--- config.mk ---
export PLATFORM = sky130hd
export DESIGN_NAME = timer_cmp
export DESIGN_NICKNAME = d
export VERILOG_FILES = /design/src/rtl/timer_cmp_pkg.sv /design/src/rtl/timer_cmp_regs.sv /design/src/rtl/timer_cmp.sv
export SDC_FILE = /design/constraint.sdc
export NUM_CORES = 1
export LEC_CHECK = 0
export CELL_PAD_IN_SITES_DETAIL_PLACEMENT = 0
export CELL_PAD_IN_SITES_GLOBAL_PLACEMENT = 1
export CORE_AREA = 2 2 123 125
export CTS_CLUSTER_DIAMETER = 40
export DETAILED_ROUTE_END_ITERATION = 12
export DIE_AREA = 0 0 125 127
export DONT_BUFFER_PORTS = 1
export GPL_ROUTABILITY_DRIVEN = 0
export PLACE_DENSITY = 0.83
export SLEW_MARGIN = 10
export SYNTH_ARGS = -nofsm -noshare
export SYNTH_HDL_FRONTEND = slang
export SYNTH_SLANG_ARGS = --single-unit
export TNS_END_PERCENT = 1
--- constraint.sdc ---
create_clock -name clk -period 3.8 [get_ports clk]
set_clock_uncertainty 0.2 [all_clocks]
set_input_delay 0.57 -clock clk [delete_from_list [all_inputs] [get_ports clk]]
set_output_delay 0.57 -clock clk [all_outputs]
set_load 0.02 [all_outputs]
--- src/rtl/timer_cmp_pkg.sv ---
// Shared register map and CTRL/STATUS bit positions for the compare timer.
// Used by the bus decoder here and mirrored by firmware headers.
package timer_cmp_pkg;

   localparam logic [2:0] ADDR_CTRL    = 3'd0;
   localparam logic [2:0] ADDR_STATUS  = 3'd1;
   localparam logic [2:0] ADDR_CMP_LO  = 3'd2;
   localparam logic [2:0] ADDR_CMP_HI  = 3'd3;
   localparam logic [2:0] ADDR_PERIOD  = 3'd4;
   localparam logic [2:0] ADDR_SNAP_LO = 3'd5;
   localparam logic [2:0] ADDR_SNAP_HI = 3'd6;

   localparam int unsigned CTRL_ENABLE_BIT     = 0;
   localparam int unsigned CTRL_AUTORELOAD_BIT = 1;
   localparam int unsigned CTRL_IRQ_EN_BIT     = 2;
   localparam int unsigned STATUS_PENDING_BIT  = 0;

   typedef enum logic {
      ST_IDLE  = 1'b0,
      ST_ARMED = 1'b1
   } state_t;

   function automatic logic [31:0] ctrl_word(input logic en, input logic ar, input logic ie);
      logic [31:0] w;
      w = '0;
      w[CTRL_ENABLE_BIT]     = en;
      w[CTRL_AUTORELOAD_BIT] = ar;
      w[CTRL_IRQ_EN_BIT]     = ie;
      return w;
   endfunction

endpackage

--- src/rtl/timer_cmp_regs.sv ---
// Register file, read mux and coherent count snapshot for timer_cmp.
// CTRL.enable itself lives in the top-level state machine and is read back via armed.
module timer_cmp_regs
   import timer_cmp_pkg::*;
#(
   parameter int unsigned WIDTH    = 36,
   parameter int unsigned PERIOD_W = 32
) (
   input  logic                clk,
   input  logic                reset,
   input  logic [WIDTH-1:0]    count,
   input  logic                wr_en,
   input  logic                rd_en,
   input  logic [2:0]          addr,
   input  logic [31:0]         wdata,
   input  logic                armed,
   input  logic                match,
   input  logic                reload,
   input  logic [WIDTH-1:0]    cmp_reload,
   output logic                ctrl_wr,
   output logic                ctrl_wr_enable,
   output logic                autoreload,
   output logic                irq_en,
   output logic                pending,
   output logic [WIDTH-1:0]    cmp,
   output logic [PERIOD_W-1:0] period,
   output logic [31:0]         rdata,
   output logic                rvalid
);

   localparam int unsigned HI_W = WIDTH - 32;

   logic [HI_W-1:0] snap_hi;
   logic            wr_status, wr_cmp_lo, wr_cmp_hi, wr_period, rd_snap_lo;
   logic [31:0]     rd_mux;

   always_comb begin
      ctrl_wr        = wr_en && (addr == ADDR_CTRL);
      ctrl_wr_enable = wdata[CTRL_ENABLE_BIT];
      wr_status      = wr_en && (addr == ADDR_STATUS);
      wr_cmp_lo      = wr_en && (addr == ADDR_CMP_LO);
      wr_cmp_hi      = wr_en && (addr == ADDR_CMP_HI);
      wr_period      = wr_en && (addr == ADDR_PERIOD);
      rd_snap_lo     = rd_en && (addr == ADDR_SNAP_LO);
   end

   always_comb begin
      rd_mux = '0;
      case (addr)
         ADDR_CTRL:    rd_mux = ctrl_word(armed, autoreload, irq_en);
         ADDR_STATUS:  rd_mux[STATUS_PENDING_BIT] = pending;
         ADDR_CMP_LO:  rd_mux = cmp[31:0];
         ADDR_CMP_HI:  rd_mux = 32'(cmp[WIDTH-1:32]);
         ADDR_PERIOD:  rd_mux = 32'(period);
         ADDR_SNAP_LO: rd_mux = count[31:0];
         ADDR_SNAP_HI: rd_mux = 32'(snap_hi);
         default:      rd_mux = '0;
      endcase
   end

   always_ff @(posedge clk) begin
      if (reset) begin
         autoreload <= 1'b0;
         irq_en     <= 1'b0;
         pending    <= 1'b0;
         cmp        <= '0;
         period     <= '0;
         snap_hi    <= '0;
         rdata      <= '0;
         rvalid     <= 1'b0;
      end else begin
         if (ctrl_wr) begin
            autoreload <= wdata[CTRL_AUTORELOAD_BIT];
            irq_en     <= wdata[CTRL_IRQ_EN_BIT];
         end
         // A match in the same cycle as a W1C keeps pending set.
         if (match)
            pending <= 1'b1;
         else if (wr_status && wdata[STATUS_PENDING_BIT])
            pending <= 1'b0;
         // CPU write to either CMP half takes priority over the autoreload step.
         if (wr_cmp_lo)
            cmp[31:0] <= wdata;
         else if (wr_cmp_hi)
            cmp[WIDTH-1:32] <= wdata[HI_W-1:0];
         else if (reload)
            cmp <= cmp_reload;
         if (wr_period)
            period <= wdata[PERIOD_W-1:0];
         if (rd_snap_lo)
            snap_hi <= count[WIDTH-1:32];
         rvalid <= rd_en;
         rdata  <= rd_en ? rd_mux : '0;
      end
   end

endmodule

--- src/rtl/timer_cmp.sv ---
// Compare timer: matches a free-running count against CMP, with one-shot or
// periodic autoreload operation and a level interrupt.
module timer_cmp
   import timer_cmp_pkg::*;
#(
   parameter int unsigned WIDTH    = 36,
   parameter int unsigned PERIOD_W = 32
) (
   input  logic             clk,
   input  logic             reset,
   input  logic [WIDTH-1:0] count,
   input  logic             wr_en,
   input  logic             rd_en,
   input  logic [2:0]       addr,
   input  logic [31:0]      wdata,
   output logic [31:0]      rdata,
   output logic             rvalid,
   output logic             irq
);

   state_t                state;
   logic                  armed, match, reload;
   logic                  ctrl_wr, ctrl_wr_enable;
   logic                  autoreload, irq_en, pending;
   logic [WIDTH-1:0]      cmp, cmp_reload;
   logic [PERIOD_W-1:0]   period;

   always_comb begin
      armed      = (state == ST_ARMED);
      match      = armed && (count == cmp);
      reload     = match && autoreload;
      cmp_reload = cmp + WIDTH'(period);
      irq        = pending && irq_en;
   end

   // An explicit CTRL write in the match cycle overrides the one-shot disarm.
   always_ff @(posedge clk) begin
      if (reset)
         state <= ST_IDLE;
      else if (ctrl_wr)
         state <= ctrl_wr_enable ? ST_ARMED : ST_IDLE;
      else if (match && !autoreload)
         state <= ST_IDLE;
   end

   timer_cmp_regs #(
      .WIDTH    (WIDTH),
      .PERIOD_W (PERIOD_W)
   ) u_regs (
      .clk            (clk),
      .reset          (reset),
      .count          (count),
      .wr_en          (wr_en),
      .rd_en          (rd_en),
      .addr           (addr),
      .wdata          (wdata),
      .armed          (armed),
      .match          (match),
      .reload         (reload),
      .cmp_reload     (cmp_reload),
      .ctrl_wr        (ctrl_wr),
      .ctrl_wr_enable (ctrl_wr_enable),
      .autoreload     (autoreload),
      .irq_en         (irq_en),
      .pending        (pending),
      .cmp            (cmp),
      .period         (period),
      .rdata          (rdata),
      .rvalid         (rvalid)
   );

endmodule

==> impl_metrics.env, run 1 <==
export IMPL_rows=44
export IMPL_ys_types=62
export IMPL_synth_edf_count=0
export IMPL_syn_nets=994
export IMPL_setup_viol=0
export IMPL_n_antenna_cell=0
export IMPL_finalPower_mw=2.47
export IMPL_worstPathRequired_ns=3.89
export IMPL_maxSlewViolCount=0
export IMPL_dpl_hpwl_um=15400
export IMPL_fin_ws_ns=0.382
export IMPL_rsz0062_at_grt="no"
export IMPL_htreeDepth=3
export IMPL_relSlewSlack=0.458
export IMPL_max_stage_delay_ns=0.49
export IMPL_clock_sinks=109
export IMPL_numCtsBuffers=9
export IMPL_cp_slowest_cell="or4_1"
export IMPL_register_area_um2=2180
export IMPL_synth_seq_area_share=0.324
export IMPL_drt_iter0_drc=652
export IMPL_cap_viol_max_count=0
export IMPL_wl_per_cell_um=20.9
export IMPL_crit_path_max_fanout=5
export IMPL_critPathTopFamily="compound AO/OA/AOI/OAI gates"
export IMPL_drive_above_1_share=0.0523
export IMPL_grt_usage=0.272
export IMPL_ir_worst_vdd_mv=0.226
export IMPL_wirelength_um=21800
export IMPL_multi_input_area_um2=4270
export IMPL_fin_crit_sh=0.899
export IMPL_syn_inst=886
export IMPL_utilization=0.497
export IMPL_cp_common_cell="o211ai_1"
export IMPL_grt_max_degree=65
export IMPL_viasPerCell=6.34
export IMPL_antenna_found_initial=0
export IMPL_drt_antenna_violating_nets=0
export IMPL_synthesis_area_um2=6730
export IMPL_status="completed"
export IMPL_core_um2=14400
export IMPL_cp_num_cells=12
export IMPL_drcViolationCount=0
export IMPL_cts_tree="done"
export IMPL_start_util=0.466
export IMPL_post_cts_buffers=0
export IMPL_area_delta_synth_final_pct=6.62
export IMPL_dieArea_um2=15900
export IMPL_cellPowerDensity_nw_per_um2=344
export IMPL_grt_ovfl_total=0
export IMPL_dp_slack_ns=0.434
export IMPL_hold_depth=1
export IMPL_critPathKind="reg2reg"
export IMPL_num_fill_cells=1455
export IMPL_timing_critical_path_arrival_ns=3.50
export IMPL_num_nets_final=965
export IMPL_path_clk_slew_ns=0.07
export IMPL_clk_latency_ns=0.36
export IMPL_die_h_um=127
export IMPL_fmax_ghz=0.293
export IMPL_cts_buffer_depth=2
export IMPL_hold_buffers=0
export IMPL_ys_warn_count=0
export IMPL_power_leakage_nw=2.69
export IMPL_ff2ff_path_depth=12
export IMPL_hold_worst_slack_ns=0.0738
export IMPL_setup_tns_ns=0
export IMPL_num_vias=6622
export IMPL_cts_resized=0
export IMPL_async_flop_share=0
export IMPL_path_cells="ha_1 -> inv_1 -> fa_1 -> nand2b_1 -> a211oi_1 -> o21ai_0 -> a21oi_2 -> o2111ai_1 -> a21oi_1 -> o211ai_1 -> or4_1 -> o211ai_1"
export IMPL_hold_path_class="in2reg"
export IMPL_grt_pass1_vias=6250
export IMPL_final_common_cell="a21oi_1"
export IMPL_ys_ff_latch=109
export IMPL_fin_crit_ns=3.42
export IMPL_grt_pass1_wl_um=34600
export IMPL_die_width_um=125
export IMPL_root_buffer="clkbuf_16"
export IMPL_io_buffers=0
export IMPL_firstDrtPassIters=5
export IMPL_tightest_slew_ns=0.811
export IMPL_synth_main_ff_cell="dfxtp_1"
export IMPL_worstSetupEndpointType="flop"
export IMPL_critPathBufInv=1
export IMPL_final_cell_mix="a21oi_1, nand2_1, nor2_1"
export IMPL_ios=109
export IMPL_cp_start_kind="flop"
export IMPL_avgSynthCellArea_um2=7.59
export IMPL_hold_violations=0
## worst register-to-register path, stage by stage (launching register included)
cell	delay, ns
dfxtp_1	0.39
ha_1	0.21
inv_1	0.06
fa_1	0.39
nand2b_1	0.20
a211oi_1	0.32
o21ai_0	0.25
a21oi_2	0.29
o2111ai_1	0.16
a21oi_1	0.17
o211ai_1	0.11
or4_1	0.49
o211ai_1	0.10
## logic make-up (layout without fill, tap and decap cells)
group / count (synthesis) / count (layout) / synth area share
AOI/OAI and AO/OA: 290 / 290 / 0.271
and+or+nand+nor: 318 / 318 / 0.211
buffers and inverters: 70 / 45 / 0.0417
adders and majority gates: 33 / 33 / 0.0625
DFF: 109 / 109 / 0.324
xor gates and xnor gates: 57 / 57 / 0.0753
muxes: 9 / 9 / 0.0140
## where the power goes
group	internal (mW)	switching [mW]
clock	0.589	0.441
sequential	1.17	0.0332
combinational	0.0891	0.147
total	1.85	0.621
## per-stage QoR
stage          std cells  cell area [µm²]
2_1_floorplan        886             6730
3_3_place_gp        1030             6860
3_5_place_dp        1030             6860
4_1_cts             1045             7170
5_1_grt             1045             7170
6_report            1045             7170
## synth_stat cells (all sizes together), types with 7 or more instances
| cell | number | area share |
|---|---|---|
| a21oi | 127 | 0.096 |
| buf | 13 | 0.0099 |
| xnor2 | 40 | 0.053 |
| nand4 | 10 | 0.0093 |
| nor2 | 112 | 0.064 |
| nand2 | 114 | 0.065 |
| xor2 | 17 | 0.022 |
| clkbuf | 43 | 0.024 |
| nor2b | 7 | 0.0065 |
| a21o | 17 | 0.019 |
| nor3 | 19 | 0.014 |
| dfxtp | 109 | 0.32 |
| nand3 | 15 | 0.011 |
| a31oi | 12 | 0.011 |
| o21ai | 32 | 0.024 |
| o211ai | 9 | 0.010 |
| ha | 32 | 0.060 |
| inv | 14 | 0.0078 |
| and3 | 8 | 0.0074 |
| a211oi | 17 | 0.019 |
| a22oi | 34 | 0.038 |
## routing by layer
metal,part of all wire,wire (µm),vias to the layer above,global-route usage
met5,0,0,-,0
met4,0.023,498,0,0.0935
met3,0.089,1940,36,0.0670
met2,0.45,9910,302,0.422
met1,0.43,9480,3167,0.372
li1,-,-,3117,-
## final cells by class
cell class              instances  share of cell area
repair buffers                 16              0.0167
multi-input cells             707               0.596
inverters                      14             0.00733
clock inverters                 5              0.0105
clock buffers                  10              0.0333
well taps                     184              0.0321
flip-flops and latches        109               0.304
## final timing paths
| kind | start | end | slack [ns] |
|---|---|---|---|
| setup / recovery | u_regs.cmp[0]$_SDFFE_PP0P_ | u_regs.cmp[34]$_SDFFE_PP0P_ | 0.38 |
| hold / removal | reset | u_regs.period[16]$_SDFFE_PP0P_ | 0.07 |
| setup reg to reg | u_regs.cmp[0]$_SDFFE_PP0P_ | u_regs.cmp[34]$_SDFFE_PP0P_ | 0.38 |
| hold reg to reg | u_regs.snap_hi[3]$_SDFFE_PP0P_ | u_regs.snap_hi[3]$_SDFFE_PP0P_ | 0.25 |
## state kept, by name, summed over array words and instances (netlist names), 4 cells and up
name	cells
u_regs.snap_hi	4
u_regs.cmp	36
u_regs.period	32
u_regs.rdata	32
Note: power is estimated with default switching activity, not from simulation.
==> run 2, diff against run 1 <==
--- a/config.mk
+++ b/config.mk
@@ -8,7 +8,6 @@
 export CELL_PAD_IN_SITES_DETAIL_PLACEMENT = 0
 export CELL_PAD_IN_SITES_GLOBAL_PLACEMENT = 1
 export CORE_AREA = 2 2 123 125
-export CTS_CLUSTER_DIAMETER = 40
 export DETAILED_ROUTE_END_ITERATION = 12
 export DIE_AREA = 0 0 125 127
 export DONT_BUFFER_PORTS = 1
==> results of run 2 <==
Same layout as run 1: the final DEF is identical, and so are final timing and power.
==> run 3, diff against run 2 <==
--- a/config.mk
+++ b/config.mk
@@ -17,4 +17,3 @@
 export SYNTH_ARGS = -nofsm -noshare
 export SYNTH_HDL_FRONTEND = slang
 export SYNTH_SLANG_ARGS = --single-unit
-export TNS_END_PERCENT = 1
==> results of run 3 <==
Same layout as run 1: the final DEF is identical, and so are final timing and power.
